--- config.mk ---
export PLATFORM = sky130hd
export DESIGN_NAME = seg7_scan_driver_flat
export DESIGN_NICKNAME = d
export VERILOG_FILES = /design/src/rtl/seg7_scan_driver_if.sv /design/src/rtl/seg7_scan_driver.sv /design/src/flat_wrapper.sv
export SDC_FILE = /design/constraint.sdc
export NUM_CORES = 1
export LEC_CHECK = 0
export CAP_MARGIN = 25
export CORE_UTILIZATION = 30
export CTS_CLUSTER_DIAMETER = 200
export DETAILED_ROUTE_END_ITERATION = 8
export PLACE_DENSITY = 0.54
export SLEW_MARGIN = 20
export SYNTH_ARGS = -nofsm -noshare
export SYNTH_HDL_FRONTEND = slang
export SYNTH_SLANG_ARGS = --single-unit
--- constraint.sdc ---
create_clock -name clk -period 2.36 [get_ports clk]
set_input_delay 0.472 -clock clk [delete_from_list [all_inputs] [get_ports clk]]
set_output_delay 0.472 -clock clk [all_outputs]
set_load 0.005 [all_outputs]
--- src/rtl/seg7_scan_driver_if.sv ---
// seg7_scan_driver_if: value-load handshake and multiplexed display bus.
// Ports: load/bin (request), busy/ovf (status), an/hex (display drive).
interface seg7_scan_driver_if #(
   parameter int DIGITS = 4,
   parameter int WIDTH  = 14
);
   logic              load;
   logic [WIDTH-1:0]  bin;
   logic              busy;
   logic              ovf;
   logic [DIGITS-1:0] an;
   logic [6:0]        hex;

   modport master (
      output load, bin,
      input  busy, ovf, an, hex
   );

   modport slave (
      input  load, bin,
      output busy, ovf, an, hex
   );
endinterface

--- src/rtl/seg7_scan_driver.sv ---
// seg7_scan_driver: binary-to-BCD (shift-add-3) + multiplexed 7-seg scan.
// Ports: clk, rst (sync, active-high), bus (slave: load, bin -> busy, ovf,
// an active-low digit enables, hex active-low segments a..g = bit0..6).
// Option: define SEG7_LZB_EN for leading-zero blanking.
module seg7_scan_driver #(
   parameter int DIGITS  = 4,
   parameter int WIDTH   = 14,
   parameter int CLK_DIV = 50000
) (
   input logic               clk,
   input logic               rst,
   seg7_scan_driver_if.slave bus
);

   localparam int NB = 4 * DIGITS;
   localparam int CW = $clog2(WIDTH + 1);
   localparam int PW = (CLK_DIV > 1) ? $clog2(CLK_DIV) : 1;
   localparam int IW = (DIGITS > 1) ? $clog2(DIGITS) : 1;

   localparam logic [6:0] DASH  = 7'b0111111;
   localparam logic [6:0] BLANK = 7'b1111111;

   function automatic logic [31:0] pow10(input int n);
      logic [31:0] p;
      p = 32'd1;
      for (int k = 0; k < n; k++) p = p * 32'd10;
      return p;
   endfunction

   localparam logic [31:0] MAXV = pow10(DIGITS) - 32'd1;

   function automatic logic [6:0] glyph(input logic [3:0] n);
      logic [6:0] g;
      case (n)
         4'd0:    g = 7'b1000000;
         4'd1:    g = 7'b1111001;
         4'd2:    g = 7'b0100100;
         4'd3:    g = 7'b0110000;
         4'd4:    g = 7'b0011001;
         4'd5:    g = 7'b0010010;
         4'd6:    g = 7'b0000010;
         4'd7:    g = 7'b1111000;
         4'd8:    g = 7'b0000000;
         4'd9:    g = 7'b0010000;
         default: g = BLANK;
      endcase
      return g;
   endfunction

   typedef enum logic {
      IDLE = 1'b0,
      CONV = 1'b1
   } state_e;

   state_e            state_q, state_d;
   logic [WIDTH-1:0]  sr_q, sr_d;
   logic [NB-1:0]     bcd_q, bcd_d;
   logic [NB-1:0]     bcd_adj;
   logic [CW-1:0]     cnt_q, cnt_d;
   logic              ovfp_q, ovfp_d;
   logic              ovf_q, ovf_d;
   logic [NB-1:0]     disp_q, disp_d;

   logic [PW-1:0]     psc_q;
   logic [IW-1:0]     idx_q;
   logic [DIGITS-1:0] an_q, an_d;
   logic [6:0]        hex_q, hex_d;
   logic [3:0]        nib;
   logic              lit;

   // Add-3 correction on every BCD nibble that would reach >=10 after the shift.
   always_comb begin
      bcd_adj = bcd_q;
      for (int i = 0; i < DIGITS; i++) begin
         if (bcd_q[4*i +: 4] >= 4'd5)
            bcd_adj[4*i +: 4] = bcd_q[4*i +: 4] + 4'd3;
      end
   end

   always_comb begin
      state_d = state_q;
      sr_d    = sr_q;
      bcd_d   = bcd_q;
      cnt_d   = cnt_q;
      ovfp_d  = ovfp_q;
      ovf_d   = ovf_q;
      disp_d  = disp_q;
      unique case (state_q)
         IDLE: begin
            if (bus.load) begin
               sr_d    = bus.bin;
               bcd_d   = '0;
               cnt_d   = '0;
               ovfp_d  = ({{(32-WIDTH){1'b0}}, bus.bin} > MAXV);
               state_d = CONV;
            end
         end
         CONV: begin
            bcd_d  = {bcd_adj[NB-2:0], sr_q[WIDTH-1]};
            sr_d   = sr_q << 1;
            cnt_d  = cnt_q + 1'b1;
            // A carry out of the top digit also means the value cannot fit.
            ovfp_d = ovfp_q | bcd_adj[NB-1];
            if (cnt_q == CW'(WIDTH - 1)) begin
               disp_d  = bcd_d;
               ovf_d   = ovfp_d;
               state_d = IDLE;
            end
         end
         default: state_d = IDLE;
      endcase
   end

   always_ff @(posedge clk) begin
      if (rst) begin
         state_q <= IDLE;
         sr_q    <= '0;
         bcd_q   <= '0;
         cnt_q   <= '0;
         ovfp_q  <= 1'b0;
         ovf_q   <= 1'b0;
         disp_q  <= '0;
      end else begin
         state_q <= state_d;
         sr_q    <= sr_d;
         bcd_q   <= bcd_d;
         cnt_q   <= cnt_d;
         ovfp_q  <= ovfp_d;
         ovf_q   <= ovf_d;
         disp_q  <= disp_d;
      end
   end

`ifdef SEG7_LZB_EN
   // keep[i]: some nibble at or above i is non-zero; digit 0 always kept.
   logic [DIGITS-1:0] keep;

   always_comb begin
      logic acc;
      acc  = 1'b0;
      keep = '0;
      for (int i = DIGITS - 1; i >= 0; i--) begin
         acc     = acc | (disp_q[4*i +: 4] != 4'd0) | (i == 0);
         keep[i] = acc;
      end
   end
`endif

   always_comb begin
      nib  = '0;
      an_d = '1;
      lit  = 1'b1;
      for (int i = 0; i < DIGITS; i++) begin
         if (idx_q == IW'(i)) begin
            nib     = disp_q[4*i +: 4];
            an_d[i] = 1'b0;
`ifdef SEG7_LZB_EN
            lit     = keep[i];
`endif
         end
      end
   end

   always_comb begin
      hex_d = glyph(nib);
      if (ovf_q)
         hex_d = DASH;
      else if (!lit)
         hex_d = BLANK;
   end

   // an/hex are registered together from the same idx, so they switch on one edge.
   always_ff @(posedge clk) begin
      if (rst) begin
         psc_q <= '0;
         idx_q <= '0;
         an_q  <= '1;
         hex_q <= BLANK;
      end else begin
         if (psc_q == PW'(CLK_DIV - 1)) begin
            psc_q <= '0;
            if (idx_q == IW'(DIGITS - 1))
               idx_q <= '0;
            else
               idx_q <= idx_q + 1'b1;
         end else begin
            psc_q <= psc_q + 1'b1;
         end
         an_q  <= an_d;
         hex_q <= hex_d;
      end
   end

   assign bus.busy = (state_q == CONV);
   assign bus.ovf  = ovf_q;
   assign bus.an   = an_q;
   assign bus.hex  = hex_q;

endmodule

--- src/flat_wrapper.sv ---
// flat-port wrapper written by rule: the top's interface ports become plain ports
module seg7_scan_driver_flat 
#(
   parameter int DIGITS  = 4,
   parameter int WIDTH   = 14,
   parameter int CLK_DIV = 50000
)
  (clk, rst, bus_load, bus_bin, bus_busy, bus_ovf, bus_an, bus_hex);
  seg7_scan_driver_if #(.DIGITS(DIGITS), .WIDTH(WIDTH)) bus_i ();
  input logic clk;
  input logic rst;
  input wire logic [$bits(bus_i.load)-1:0] bus_load;
  input wire logic [$bits(bus_i.bin)-1:0] bus_bin;
  output wire logic [$bits(bus_i.busy)-1:0] bus_busy;
  output wire logic [$bits(bus_i.ovf)-1:0] bus_ovf;
  output wire logic [$bits(bus_i.an)-1:0] bus_an;
  output wire logic [$bits(bus_i.hex)-1:0] bus_hex;
  assign bus_i.load = bus_load;
  assign bus_i.bin = bus_bin;
  assign bus_busy = bus_i.busy;
  assign bus_ovf = bus_i.ovf;
  assign bus_an = bus_i.an;
  assign bus_hex = bus_i.hex;
  seg7_scan_driver #(.DIGITS(DIGITS), .WIDTH(WIDTH), .CLK_DIV(CLK_DIV)) u_core (.clk(clk), .rst(rst), .bus(bus_i));
endmodule
==> metrics list <==
* Cells after Synth: 472
* Core Util, Final: 0.372
* Die boundary height: 117 µm
- Flip-flop and latch count after synthesis: 82
* Result of the run: complete, no violations
- Leakage: 1.76 nW
- Setup repair after global routing left no endpoint under its margin.
- CTS clk-pin slew, worst paths: 0.06 ns
* Number of max-cap violations: 0
- CTS hold repair buffers: 0
- Most instantiated flip-flop cell in the synthesis netlist: sky130_fd_sc_hd__dfxtp_1
- Number of vias per cell after detailed routing: 4.71
* Number of flops mapped to enable cells by yosys: 0
* Category of the worst setup path launch point: register
- The setup check on the worst reg-to-reg path leaves a slack of 0.19 ns.
- Measured against its own limit, the worst slew margin works out to 0.552.
* Reg-to-Reg Start: u_core.idx_q[1]
- Quantity of gates resized following cts: 0
* Cell depth of the worst flop-to-flop path: 9
- After routing, the total negative slack on setup checks comes to 0 ns.
* Achievable frequency: 461 MHz
* Crit share post-route: 0.920
* Category of the most critical setup path: reg -> reg
- Final Instance Area: 4730 µm²
- RD Place Congestion: 0.795
- Number of nets in the final layout: 535
- Remaining global-route overflow: 0
- After detailed placement, the total cell area comes to 4400 µm².
- The die covers 13600 µm².
* Number of inserted diodes: 0
- Clock tree synthesis selected as its root buffer the cell sky130_fd_sc_hd__clkbuf_16.
- Total GRT Usage: 0.133
- In this run, the number of DRC markers left after iteration 0 of detailed routing was 180.
* Port Buffers: 29
- Top library cells by usage in the layout, fill and taps aside: sky130_fd_sc_hd__nor2_1, sky130_fd_sc_hd__dfxtp_1, sky130_fd_sc_hd__a21oi_1
- Total number of placement rows: 41
- Worst voltage drop across the vdd grid: 296 µV
- Clk_lat worst skew: 0.35 ns
* Number of clock sinks: 82
- Syn avg cell area: 8.33 µm²
* Storage element area: 1650 µm²
- FFs w/ async S/R, synth: 0
* I/O pin total: 30
* Startpoint of the lowest-slack hold path: rst
- Cell Pwr Density: 655 nW/µm²
- Via count: 3178
* Final slew viol count: 0
- Data arrival time of the critical path: 2.40 ns
* Shortest clock period the worst path allows after layout: 2.17 ns
- Setup Viol. Count Final: 0
* Clock buffers created by TritonCTS: 9
- At the worst endpoint, the required time is 2.59 ns.
- Timing analysis after detailed placement gives a worst setup slack of 0.0935 ns.
- Maximum number of pins on one net before global-route repair: 61
- Wires add up to 8.33 mm.
* Transition at the pin with the smallest max-transition slack: 0.669 ns
- Multi-input combinational cell area: 2120 µm²
- The total count of hold-check failures in the final report came to 0.
- TritonCTS built the clock tree.
* Detailed-routing iteration count for the pre-antenna-repair pass: 4
- Std-Cell Core Area: 12700 µm²
- Once detailed placement completed, the half-perimeter wirelength came to 5.68 mm.
- # fillers: 1357
- Floorplan die width: 117 µm
- Post-Syn Area: 3930 µm²
- Most common library cell in the layout ignoring fill and taps: sky130_fd_sc_hd__nor2_1
- Worst-path fanout max: 4
- The worst hold path terminates at u_core.bus.hex[3].
- The detail route stage leaves a number of antenna-violating nets equal to 0.
- Number of warnings issued by yosys: 0
- The number of antenna violations at the first check in global routing is 0.
* Portion of the post-synthesis area used by sequential elements: 0.417
- In this run the critical register-to-register path is captured at u_core.bus.hex[3].
* Final routed DRC violation total: 0
* Number of distinct library cells after synthesis: 48
- Level count of the clock H-tree: 3
- Buffers added to address setup during post-CTS repair amount to 0.
* Via count of the first global-routing pass: 2956
- Share of layout cells above drive strength 1: 0.0815
* Max Clock Skew: 0.00972 ns
- Counting every net in the synthesized netlist gives 509.
- After layout, the worst setup slack is 0.189 ns.
- STA classifies the critical path endpoint as a register.
- The area growth from synthesis to layout is 20.3%.
- The min-delay analysis places its worst path in the category in -> reg.
* Starting density of the core: 0.309
- Global-route wire length before repair: 13.9 mm
* Hold Path Cell Cnt: 2
- Clock buffer depth: 2
- Dividing the detail-routed wire length by the instance count gives 12.3 µm.
-- power breakdown --
part / internal, mW / total (mW) / switching [mW] / leakage, nW
Combinational: 0.0803 / 0.171 / 0.0908 / 0.935
Sequential: 1.42 / 1.44 / 0.0264 / 0.668
Clock: 0.936 / 1.49 / 0.549 / 0.156
Total: 2.43 / 3.10 / 0.666 / 1.76
-- synthesized netlist by cell type (2+ instances only) --
| cell type | number | area share |
|---|---|---|
| sky130_fd_sc_hd__o21ai_0 | 14 | 0.018 |
| sky130_fd_sc_hd__nand2_1 | 39 | 0.037 |
| sky130_fd_sc_hd__a311oi_1 | 4 | 0.0089 |
| sky130_fd_sc_hd__clkbuf_1 | 14 | 0.013 |
| sky130_fd_sc_hd__nand2b_1 | 11 | 0.017 |
| sky130_fd_sc_hd__nand3b_1 | 5 | 0.0095 |
| sky130_fd_sc_hd__nor2_1 | 82 | 0.078 |
| sky130_fd_sc_hd__buf_1 | 3 | 0.0029 |
| sky130_fd_sc_hd__nor2b_1 | 2 | 0.0032 |
| sky130_fd_sc_hd__nor4_1 | 3 | 0.0048 |
| sky130_fd_sc_hd__nand3_1 | 9 | 0.011 |
| sky130_fd_sc_hd__xor2_1 | 6 | 0.013 |
| sky130_fd_sc_hd__a31oi_1 | 5 | 0.0080 |
| sky130_fd_sc_hd__inv_1 | 17 | 0.016 |
| sky130_fd_sc_hd__xnor2_1 | 12 | 0.027 |
| sky130_fd_sc_hd__nor3b_1 | 11 | 0.021 |
| sky130_fd_sc_hd__nor3_1 | 18 | 0.023 |
| sky130_fd_sc_hd__a311o_1 | 2 | 0.0051 |
| sky130_fd_sc_hd__dfxtp_1 | 82 | 0.42 |
| sky130_fd_sc_hd__a21oi_1 | 48 | 0.061 |
| sky130_fd_sc_hd__mux2i_1 | 21 | 0.053 |
| sky130_fd_sc_hd__ha_1 | 20 | 0.064 |
| sky130_fd_sc_hd__buf_2 | 5 | 0.0064 |
| sky130_fd_sc_hd__and3_1 | 3 | 0.0048 |
| sky130_fd_sc_hd__o21ba_2 | 3 | 0.0076 |
| sky130_fd_sc_hd__a211oi_1 | 6 | 0.011 |
| sky130_fd_sc_hd__nand4_1 | 6 | 0.0095 |
-- per-stage QoR --
step / hold WS, ns / std cells / total power, mW
6_report: 0.432 / 675 / 3.10
3_3_place_gp: 0.447 / 659 / 1.64
4_1_cts: 0.420 / 675 / 3.14
5_1_grt: 0.450 / 675 / 3.22
2_1_floorplan: 0.430 / 472 / 1.57
3_5_place_dp: 0.456 / 659 / 1.65
-- per-layer routing --
metal | GRT usage | vias up | wire [µm] | share of wire
met5 | 0 | - | 0 | 0
met4 | 0.0692 | 0 | 166 | 0.020
met3 | 0.0301 | 12 | 242 | 0.029
met2 | 0.209 | 36 | 3650 | 0.44
met1 | 0.170 | 1462 | 4260 | 0.51
li1 | - | 1668 | - | -
-- logic make-up after synthesis --
| family | count (synthesis) | share of synthesized area |
|---|---|---|
| AND/OR/NAND/NOR | 196 | 0.234 |
| AO/OA/AOI/OAI | 91 | 0.142 |
| flip-flops | 82 | 0.417 |
| buffers and inverters | 43 | 0.0458 |
| multiplexers | 22 | 0.0573 |
| adder cells (fa/ha/maj) | 20 | 0.0636 |
| XOR/XNOR | 18 | 0.0401 |
-- how the worst max path moves through the flow --
| stage | start | end | slack (ns) | depth (start not counted) |
|---|---|---|---|---|
| 2_1_floorplan | u_core.idx_q[1] | u_core.bus.hex[3] | 0.12 | 9 |
| 3_5_place_dp | u_core.idx_q[0] | u_core.bus.hex[3] | 0.09 | 8 |
| 6_report | u_core.idx_q[1] | u_core.bus.hex[3] | 0.19 | 9 |
| 5_1_grt | u_core.idx_q[1] | u_core.bus.hex[3] | 0.04 | 9 |
| 4_1_cts | u_core.idx_q[0] | u_core.bus.hex[3] | 0.06 | 8 |
| 3_3_place_gp | u_core.idx_q[1] | u_core.bus.hex[3] | 0.22 | 9 |
-- sequential cells by signal (all words and copies together) (netlist names) --
signal	cells
u_core.idx_q	2
u_core.sr_q	14
u_core.cnt_q	4
u_core.disp_q	16
u_core.bus.ovf	1
u_core.bcd_q	16
u_core.bus.an	4
u_core.bus.hex	7
u_core.ovfp_q	1
u_core.psc_q	16
u_core.bus.busy	1
-- worst max-delay path: stages (launching register included) --
cell and delay [ns]:
sky130_fd_sc_hd__dfxtp_2 0.35, sky130_fd_sc_hd__inv_1 0.06, sky130_fd_sc_hd__ha_1 0.21, sky130_fd_sc_hd__nand3b_1 0.18, sky130_fd_sc_hd__a221oi_2 0.26, sky130_fd_sc_hd__inv_1 0.09
sky130_fd_sc_hd__ha_1 0.20, sky130_fd_sc_hd__nand2b_1 0.15, sky130_fd_sc_hd__a21boi_2 0.16, sky130_fd_sc_hd__a2111o_1 0.39
-- layout make-up --
class,instances,share of cell area
multi-input combinational,347,0.448
sequential,82,0.348
timing repair buffer,39,0.0761
clock buffer,15,0.0608
tap,172,0.0455
inverter,19,0.0153
clock inverter,1,0.00634
No activity file was read; power rests on OpenSTA's default activity.
